### src/rtl/serial_arith_pkg.sv
// rtl/serial_arith_pkg.sv - shared state encoding and sizing helpers for the serial arithmetic blocks
package serial_arith_pkg;

  typedef enum logic [1:0] {
    IDLE = 2'd0,
    RUN  = 2'd1,
    DONE = 2'd2
  } serial_state_e;

  localparam logic [1:0] ST_IDLE = 2'(IDLE);
  localparam logic [1:0] ST_RUN  = 2'(RUN);
  localparam logic [1:0] ST_DONE = 2'(DONE);

  // Bit counter only needs to reach width-1, but never shrinks below one bit.
  function automatic int cnt_width(input int width);
    return (width <= 2) ? 1 : $clog2(width);
  endfunction

endpackage

### src/rtl/serial_adder_if.sv
// rtl/serial_adder_if.sv - operand and result handshakes of the serial adder
interface serial_adder_if #(
  parameter int WIDTH = 8
);
  logic             in_valid;
  logic             in_ready;
  logic [WIDTH-1:0] a;
  logic [WIDTH-1:0] b;
  logic             cin;
  logic             out_valid;
  logic             out_ready;
  logic [WIDTH-1:0] sum;
  logic             cout;
  logic             ovf;

  modport master (
    output in_valid, a, b, cin, out_ready,
    input  in_ready, out_valid, sum, cout, ovf
  );

  modport slave (
    input  in_valid, a, b, cin, out_ready,
    output in_ready, out_valid, sum, cout, ovf
  );
endinterface

### src/rtl/serial_adder_full_adder.sv
// rtl/serial_adder_full_adder.sv - single combinational full-adder cell
module full_adder (
  input  logic a,
  input  logic b,
  input  logic ci,
  output logic s,
  output logic co
);
  assign s  = a ^ b ^ ci;
  assign co = (a & b) | (a & ci) | (b & ci);
endmodule

### src/rtl/serial_adder.sv
// rtl/serial_adder.sv - bit-serial adder: one full-adder cell, LSB-first, valid/ready on both sides
module serial_adder
  import serial_arith_pkg::*;
#(
  parameter int WIDTH = 8
) (
  input logic           clk,
  input logic           rst,
  serial_adder_if.slave bus
);
  localparam int            CW       = cnt_width(WIDTH);
  localparam logic [CW-1:0] CNT_LAST = CW'(WIDTH - 1);

  logic [1:0]       state_q, state_d;
  logic [WIDTH-1:0] sa_q, sa_d;
  logic [WIDTH-1:0] sb_q, sb_d;
  logic [WIDTH-1:0] ss_q, ss_d;
  logic [CW-1:0]    cnt_q, cnt_d;
  logic             carry_q, carry_d;
  logic             c_msb_q, c_msb_d;
  logic             cout_q, cout_d;
  logic             fa_s, fa_co;

  full_adder u_fa (
    .a  (sa_q[0]),
    .b  (sb_q[0]),
    .ci (carry_q),
    .s  (fa_s),
    .co (fa_co)
  );

  always_comb begin
    state_d = state_q;
    sa_d    = sa_q;
    sb_d    = sb_q;
    ss_d    = ss_q;
    cnt_d   = cnt_q;
    carry_d = carry_q;
    c_msb_d = c_msb_q;
    cout_d  = cout_q;
    case (state_q)
      ST_IDLE: begin
        if (bus.in_valid) begin
          sa_d    = bus.a;
          sb_d    = bus.b;
          carry_d = bus.cin;
          ss_d    = '0;
          cnt_d   = '0;
          state_d = ST_RUN;
        end
      end
      ST_RUN: begin
        // Sum bits enter at the MSB so the LSB lands in bit 0 after WIDTH shifts.
        sa_d    = sa_q >> 1;
        sb_d    = sb_q >> 1;
        ss_d    = {fa_s, ss_q[WIDTH-1:1]};
        carry_d = fa_co;
        if (cnt_q == CNT_LAST) begin
          c_msb_d = carry_q;
          cout_d  = fa_co;
          state_d = ST_DONE;
        end else begin
          cnt_d = cnt_q + CW'(1);
        end
      end
      ST_DONE: begin
        if (bus.out_ready) begin
          state_d = ST_IDLE;
        end
      end
      default: state_d = ST_IDLE;
    endcase
  end

  always_ff @(posedge clk) begin
    if (rst) begin
      state_q <= ST_IDLE;
      sa_q    <= '0;
      sb_q    <= '0;
      ss_q    <= '0;
      cnt_q   <= '0;
      carry_q <= 1'b0;
      c_msb_q <= 1'b0;
      cout_q  <= 1'b0;
    end else begin
      state_q <= state_d;
      sa_q    <= sa_d;
      sb_q    <= sb_d;
      ss_q    <= ss_d;
      cnt_q   <= cnt_d;
      carry_q <= carry_d;
      c_msb_q <= c_msb_d;
      cout_q  <= cout_d;
    end
  end

  assign bus.in_ready  = (state_q == ST_IDLE) && !rst;
  assign bus.out_valid = (state_q == ST_DONE);
  assign bus.sum       = ss_q;
  assign bus.cout      = cout_q;
  assign bus.ovf       = c_msb_q ^ cout_q;

endmodule

### src/flat_wrapper.sv
// flat-port wrapper written by rule: the top's interface ports become plain ports
module serial_adder_flat import serial_arith_pkg::*;
#(
  parameter int WIDTH = 8
)
  (clk, rst, bus_in_valid, bus_a, bus_b, bus_cin, bus_out_ready, bus_in_ready, bus_out_valid, bus_sum, bus_cout, bus_ovf);
  serial_adder_if #(.WIDTH(WIDTH)) bus_i ();
  input logic clk;
  input logic rst;
  input wire logic [$bits(bus_i.in_valid)-1:0] bus_in_valid;
  input wire logic [$bits(bus_i.a)-1:0] bus_a;
  input wire logic [$bits(bus_i.b)-1:0] bus_b;
  input wire logic [$bits(bus_i.cin)-1:0] bus_cin;
  input wire logic [$bits(bus_i.out_ready)-1:0] bus_out_ready;
  output wire logic [$bits(bus_i.in_ready)-1:0] bus_in_ready;
  output wire logic [$bits(bus_i.out_valid)-1:0] bus_out_valid;
  output wire logic [$bits(bus_i.sum)-1:0] bus_sum;
  output wire logic [$bits(bus_i.cout)-1:0] bus_cout;
  output wire logic [$bits(bus_i.ovf)-1:0] bus_ovf;
  assign bus_i.in_valid = bus_in_valid;
  assign bus_i.a = bus_a;
  assign bus_i.b = bus_b;
  assign bus_i.cin = bus_cin;
  assign bus_i.out_ready = bus_out_ready;
  assign bus_in_ready = bus_i.in_ready;
  assign bus_out_valid = bus_i.out_valid;
  assign bus_sum = bus_i.sum;
  assign bus_cout = bus_i.cout;
  assign bus_ovf = bus_i.ovf;
  serial_adder #(.WIDTH(WIDTH)) u_core (.clk(clk), .rst(rst), .bus(bus_i));
endmodule
### config.mk
export PLATFORM = sky130hd
export DESIGN_NAME = serial_adder_flat
export DESIGN_NICKNAME = d
export VERILOG_FILES = /design/src/rtl/serial_arith_pkg.sv /design/src/rtl/serial_adder_if.sv /design/src/rtl/serial_adder_full_adder.sv /design/src/rtl/serial_adder.sv /design/src/flat_wrapper.sv
export SDC_FILE = /design/constraint.sdc
export NUM_CORES = 1
export LEC_CHECK = 0
export ABC_AREA = 1
export ABC_CLOCK_PERIOD_IN_PS = 1900
export CORE_ASPECT_RATIO = 0.6
export CORE_MARGIN = 2
export CORE_UTILIZATION = 49
export CTS_BUF_LIST = sky130_fd_sc_hd__clkbuf_16
export DETAILED_ROUTE_END_ITERATION = 16
export PLACE_DENSITY = 0.8
export SYNTH_ARGS = -nofsm -noshare
export SYNTH_HDL_FRONTEND = slang
export SYNTH_SLANG_ARGS = --single-unit
### constraint.sdc
create_clock -name clk -period 1.9 [get_ports clk]
set_input_delay 0.19 -clock clk [delete_from_list [all_inputs] [get_ports clk]]
set_output_delay 0.19 -clock clk [all_outputs]
set_load 0.05 [all_outputs]
; Word-level counts from Yosys, hierarchy flattened
; Index checks and enable logic that the tools add are counted.
[word_totals]
mem_bits_rw = 0
latchBits = 0
inputBits = 21
n_memories = 0
word_cells = 47
regBits = 32
mem_bits_ro = 0
[op_classes]
muxes = 15
order_cmp = 0
shifts = 0
mul = 0
n_div = 0
bitwise = 8
reduce_logical = 8
eq_ne = 7
n_addsub = 1
[op_table]
columns = cell, count
row1 = $pmux W8 S2, 3
row2 = $mux W8, 3
row3 = $mux W2, 3
row4 = $mux W3, 2
row5 = $ne A2 B2 Y1 const B, 3
row6 = $pmux W2 S3, 1
row7 = $pmux W3 S2, 1
row8 = $reduce_and A3 Y1, 2
row9 = $reduce_and A2 Y1, 2
row10 = $add A3 B1 Y3 const B, 1
row11 = $and A1 B1 Y1, 3
row12 = $eq A3 B3 Y1 const B, 1
row13 = $xor A1 B1 Y1, 3
row14 = $eq A2 B1 Y1 const B, 1
row15 = $eq A2 B2 Y1 const B, 1
row16 = $logic_not A2 Y1, 1
row17 = $ne A2 B1 Y1 const B, 1
row18 = $or A1 B1 Y1, 2
row19 = $pmux W1 S2, 1
row20 = $reduce_bool A2 Y1, 1
row21 = $logic_and A1 B1 Y1, 1
row22 = $logic_not A1 Y1, 1
row23 = $mux W1, 1

; Longest topological paths before layout
; Gate-level depths: netlist (run 1).
[depth]
depth_word = 4
depth_mapped = 7
ltp_nobuf = 7

; Hierarchy
; Synthesis (run 1) repeated with hierarchy kept, for this count alone.
[unflattened]
hier_cells = 225
area_unflattened_um2 = 1477.7
[modules_own_cells]
columns = mod, cells_each, instances, area_per_inst_um2
row1 = serial_adder, 224, 1, 1457.6
row2 = full_adder, 1, 1, 20.0

; Worst setup path after synthesis (run 1)
; OpenSTA, ideal clock, no wires.
[synth_path]
kind = register -> output
startpoint = register u_core.cout_q, in the netlist u_core.bus.cout
endpoint = output bus_ovf
path_stages_with_launch = 2
path_buffers = 0
arrival_time_ns = 1.454
slack_ns = 0.256
path_cell_list = dfxtp_1 -> xor2_1
[synth_via]
elab_chain_cells = 1
[synth_lines]
columns = element, line
row1 = from (decl), serial_adder.sv:21  ; logic cout_q, cout_d;
row2 = from (signal assigned), serial_adder.sv:93  ; cout_q <= cout_d;
row3 = $xor A1 B1 Y1, serial_adder.sv:101  ; assign bus.ovf = c_msb_q ^ cout_q;
row4 = to (decl), flat_wrapper.sv:19  ; output wire logic [$bits(bus_i.ovf)-1:0] bus_ovf;
; No other way between the ends.

; Worst setup path in the final report (run 1)
; Same ends and word-level chain as after synthesis.

==> results of run 1 <==
-- path summary, 6_finish.rpt --
check,startpoint,endpoint,slack [ps]
worst max-delay path,u_core.bus.cout,bus_ovf,130
worst min-delay path,u_core.sa_q[7],u_core.sa_q[7],470
worst max register to register,u_core.state_q[1],u_core.sb_q[6],480
worst min register to register,u_core.sa_q[7],u_core.sa_q[7],470
-- logic make-up (layout without fill, tap and decap cells) --
| logic type | count (synthesis) | count (layout) | share of synthesized area (%) |
|---|---|---|---|
| xor gates and xnor gates | 1 | 1 | 0.603 |
| DFF | 32 | 32 | 44.1 |
| AOI/OAI and AO/OA | 31 | 31 | 10.7 |
| buffers and inverters | 35 | 70 | 9.65 |
| and+or+nand+nor | 121 | 121 | 31.9 |
| adders and majority gates | 3 | 3 | 3.10 |
-- metrics by stage --
stage / setup slack, ps / hold slack (ps) / utilization, %
2_1_floorplan: 256 / 333 / -
3_3_place_gp: 435 / 459 / 64.5
3_5_place_dp: 415 / 461 / 64.5
4_1_cts: 123 / 469 / 70.2
5_1_grt: 73.0 / 487 / 70.2
6_report: 133 / 467 / 70.2
-- sequential cells by signal, summed over array words and instances, names as in the netlist --
signal,count
u_core.bus.sum,8
u_core.sa_q,8
u_core.sb_q,8
u_core.cnt_q,3
u_core.state_q,2
u_core.bus.cout,1
u_core.c_msb_q,1
u_core.carry_q,1
-- area by class of cell --
class,instances,area [um^2]
Timing Repair Buffer,37,378
Multi-Input combinational cell,156,676
Fill cell,246,850
Clock inverter,3,37.5
Clock buffer,5,125
Inverter,25,93.8
Tap cell,42,52.6
Sequential cell,32,641
-- synth_stat cells, types with 2 or more instances --
| master | count |
|---|---|
| clkbuf_1 | 3 |
| buf_2 | 7 |
| nand2_1 | 76 |
| nor2_1 | 40 |
| dfxtp_1 | 32 |
| ha_1 | 2 |
| a21oi_1 | 14 |
| inv_1 | 24 |
| nand3_1 | 3 |
| o21ai_0 | 16 |
-- per-layer routing --
layer	routed length, um	vias to the layer above	share of wire, %
met5	0	-	0
met4	36	0	1.2
met3	186	4	6.3
met2	1250	45	42
met1	1500	585	50
li1	-	745	-
-- critical path: cells and delay by family, from the launching register on --
family,cells,cell delay (ps)
buf+inv,1,810
xor+xnor,1,140
flops,1,350
-- power breakdown --
group / switching, mW / internal (mW) / total, mW
registers: 0.0145 / 0.709 / 0.724
clock network: 0.266 / 0.607 / 0.873
logic: 0.135 / 0.108 / 0.244
total: 0.416 / 1.43 / 1.84
==> results.cfg, run 1 <==
[run_status]
outcome = completed

[route]
antenna_left = 0
vias_per_cell = 4.60
drtIter0Drc = 93
avgRoutedWirePerCell_um = 9.92
dr.pass1.iters = 4
wl_um = 2980
vias = 1379
drc = 0

[power_and_ir_drop]
power_density_mw_per_mm2 = 919
leakage_nw = 0.887
ir_worst_vdd_mv = 0.576
power_mw = 1.84

[clock_tree]
cts_max_path_buffers = 2
clkLatencyLatePin_ps = 270
cts.hold.buffers_added = 0
cts_setup_buffers = 0
cts_buffers = 5
cts_max_level = 2
cts_root_buf = clkbuf_16
clkTransAtPathRegs_ps = 50
cts_tree = yes
clock-sinks = 32
ctsResizeCount = 0

[placed_design]
gp_congestion = 0.762
dp.cells = 292
hpwl_um = 2020
port_buffers = 32
placed_area_mm2 = 0.00184

[floorplanning]
io-pin-count = 33
die_height_um = 46.2
coreArea_mm2 = 0.00285
initial_utilization_pct = 50.9
rows = 15
die_w_um = 74.3
dieArea_mm2 = 0.00343

[logic_synthesis]
synth_area_leader_cell = dfxtp_1
async_reset_ff_share_pct = 0
synth-seq-cells = 32
syn_area_per_cell_um2 = 6.51
synth_edf_count = 0
synth_top_cell_area_share_pct = 44.1
syn-instance-count = 223
synthFlopType = dfxtp_1
yosysWarnings = 0
synth_nets = 247
synth_cell_type_count = 16
synth_area_mm2 = 0.00145
ys_seq_area_share_pct = 44.1
synth.area.top_cells = dfxtp_1 (44%), nand2_1 (20%), nor2_1 (10%)

[global_routing]
grt_pass1_vias = 1091
grt_max_degree = 41
grt.busiest_layer = met2
met3_usage_pct = 5.91
grt_pass1_wl_um = 4810
met1_usage_pct = 26.6
grt_antenna_before_repair = 0
grt_overflow = 0
met2_usage_pct = 27.9
grt_util_all_layers_pct = 19.3

[timing]
drv_slew = 0
tightest_slew_ps = 509
finalSetupViolCount = 0
min_period_ps = 1770
finalSetupTns_ps = 0
rsz0062_at_grt = no
finalCritPeriodShare_pct = 93.0
slew_headroom_pct = 66.0
skew_ps = 4.61
fmax_mhz = 566
hold_viol = 0

[worst_setup_path]
cp.required_ps = 1710
arrival_ps = 1580
endpoint_kind = output pin
start_kind = register
cpPeakStageDelay_ps = 810
slowest_stage = clkdlybuf4s50_1
cp_cell_sequence = xor2_1 > clkdlybuf4s50_1
reg2regPathDepth = 7
cp_max_fo = 3
path_class = register to output pin

[layout]
final_cells = 300
layout_common_cells = nand2_1 (76), nor2_1 (40), dfxtp_1 (32)
final_area_mm2 = 0.00200
areaGrowthSynthToFinish_pct = 37.9
final_common_cell = nand2_1
nets = 281
diodes = 0
layout-drive-gt1-share_pct = 5.81

[worst_hold_path]
holdPathStages = 2
hold_path.class = register to register

[run]
drv_cap = 0
Note: power is estimated with default switching activity, not from simulation.
==> inputs of run 2 (changes only) <==
- SLEW_MARGIN: default -> 20
==> results of run 2 <==
Same layout as run 1: the final DEF is identical, and so are final timing and power.
==> inputs of run 3 (changes only) <==
- GPL_ROUTABILITY_DRIVEN: default -> 1
==> results of run 3 <==
Same layout as run 1: the final DEF is identical, and so are final timing and power.
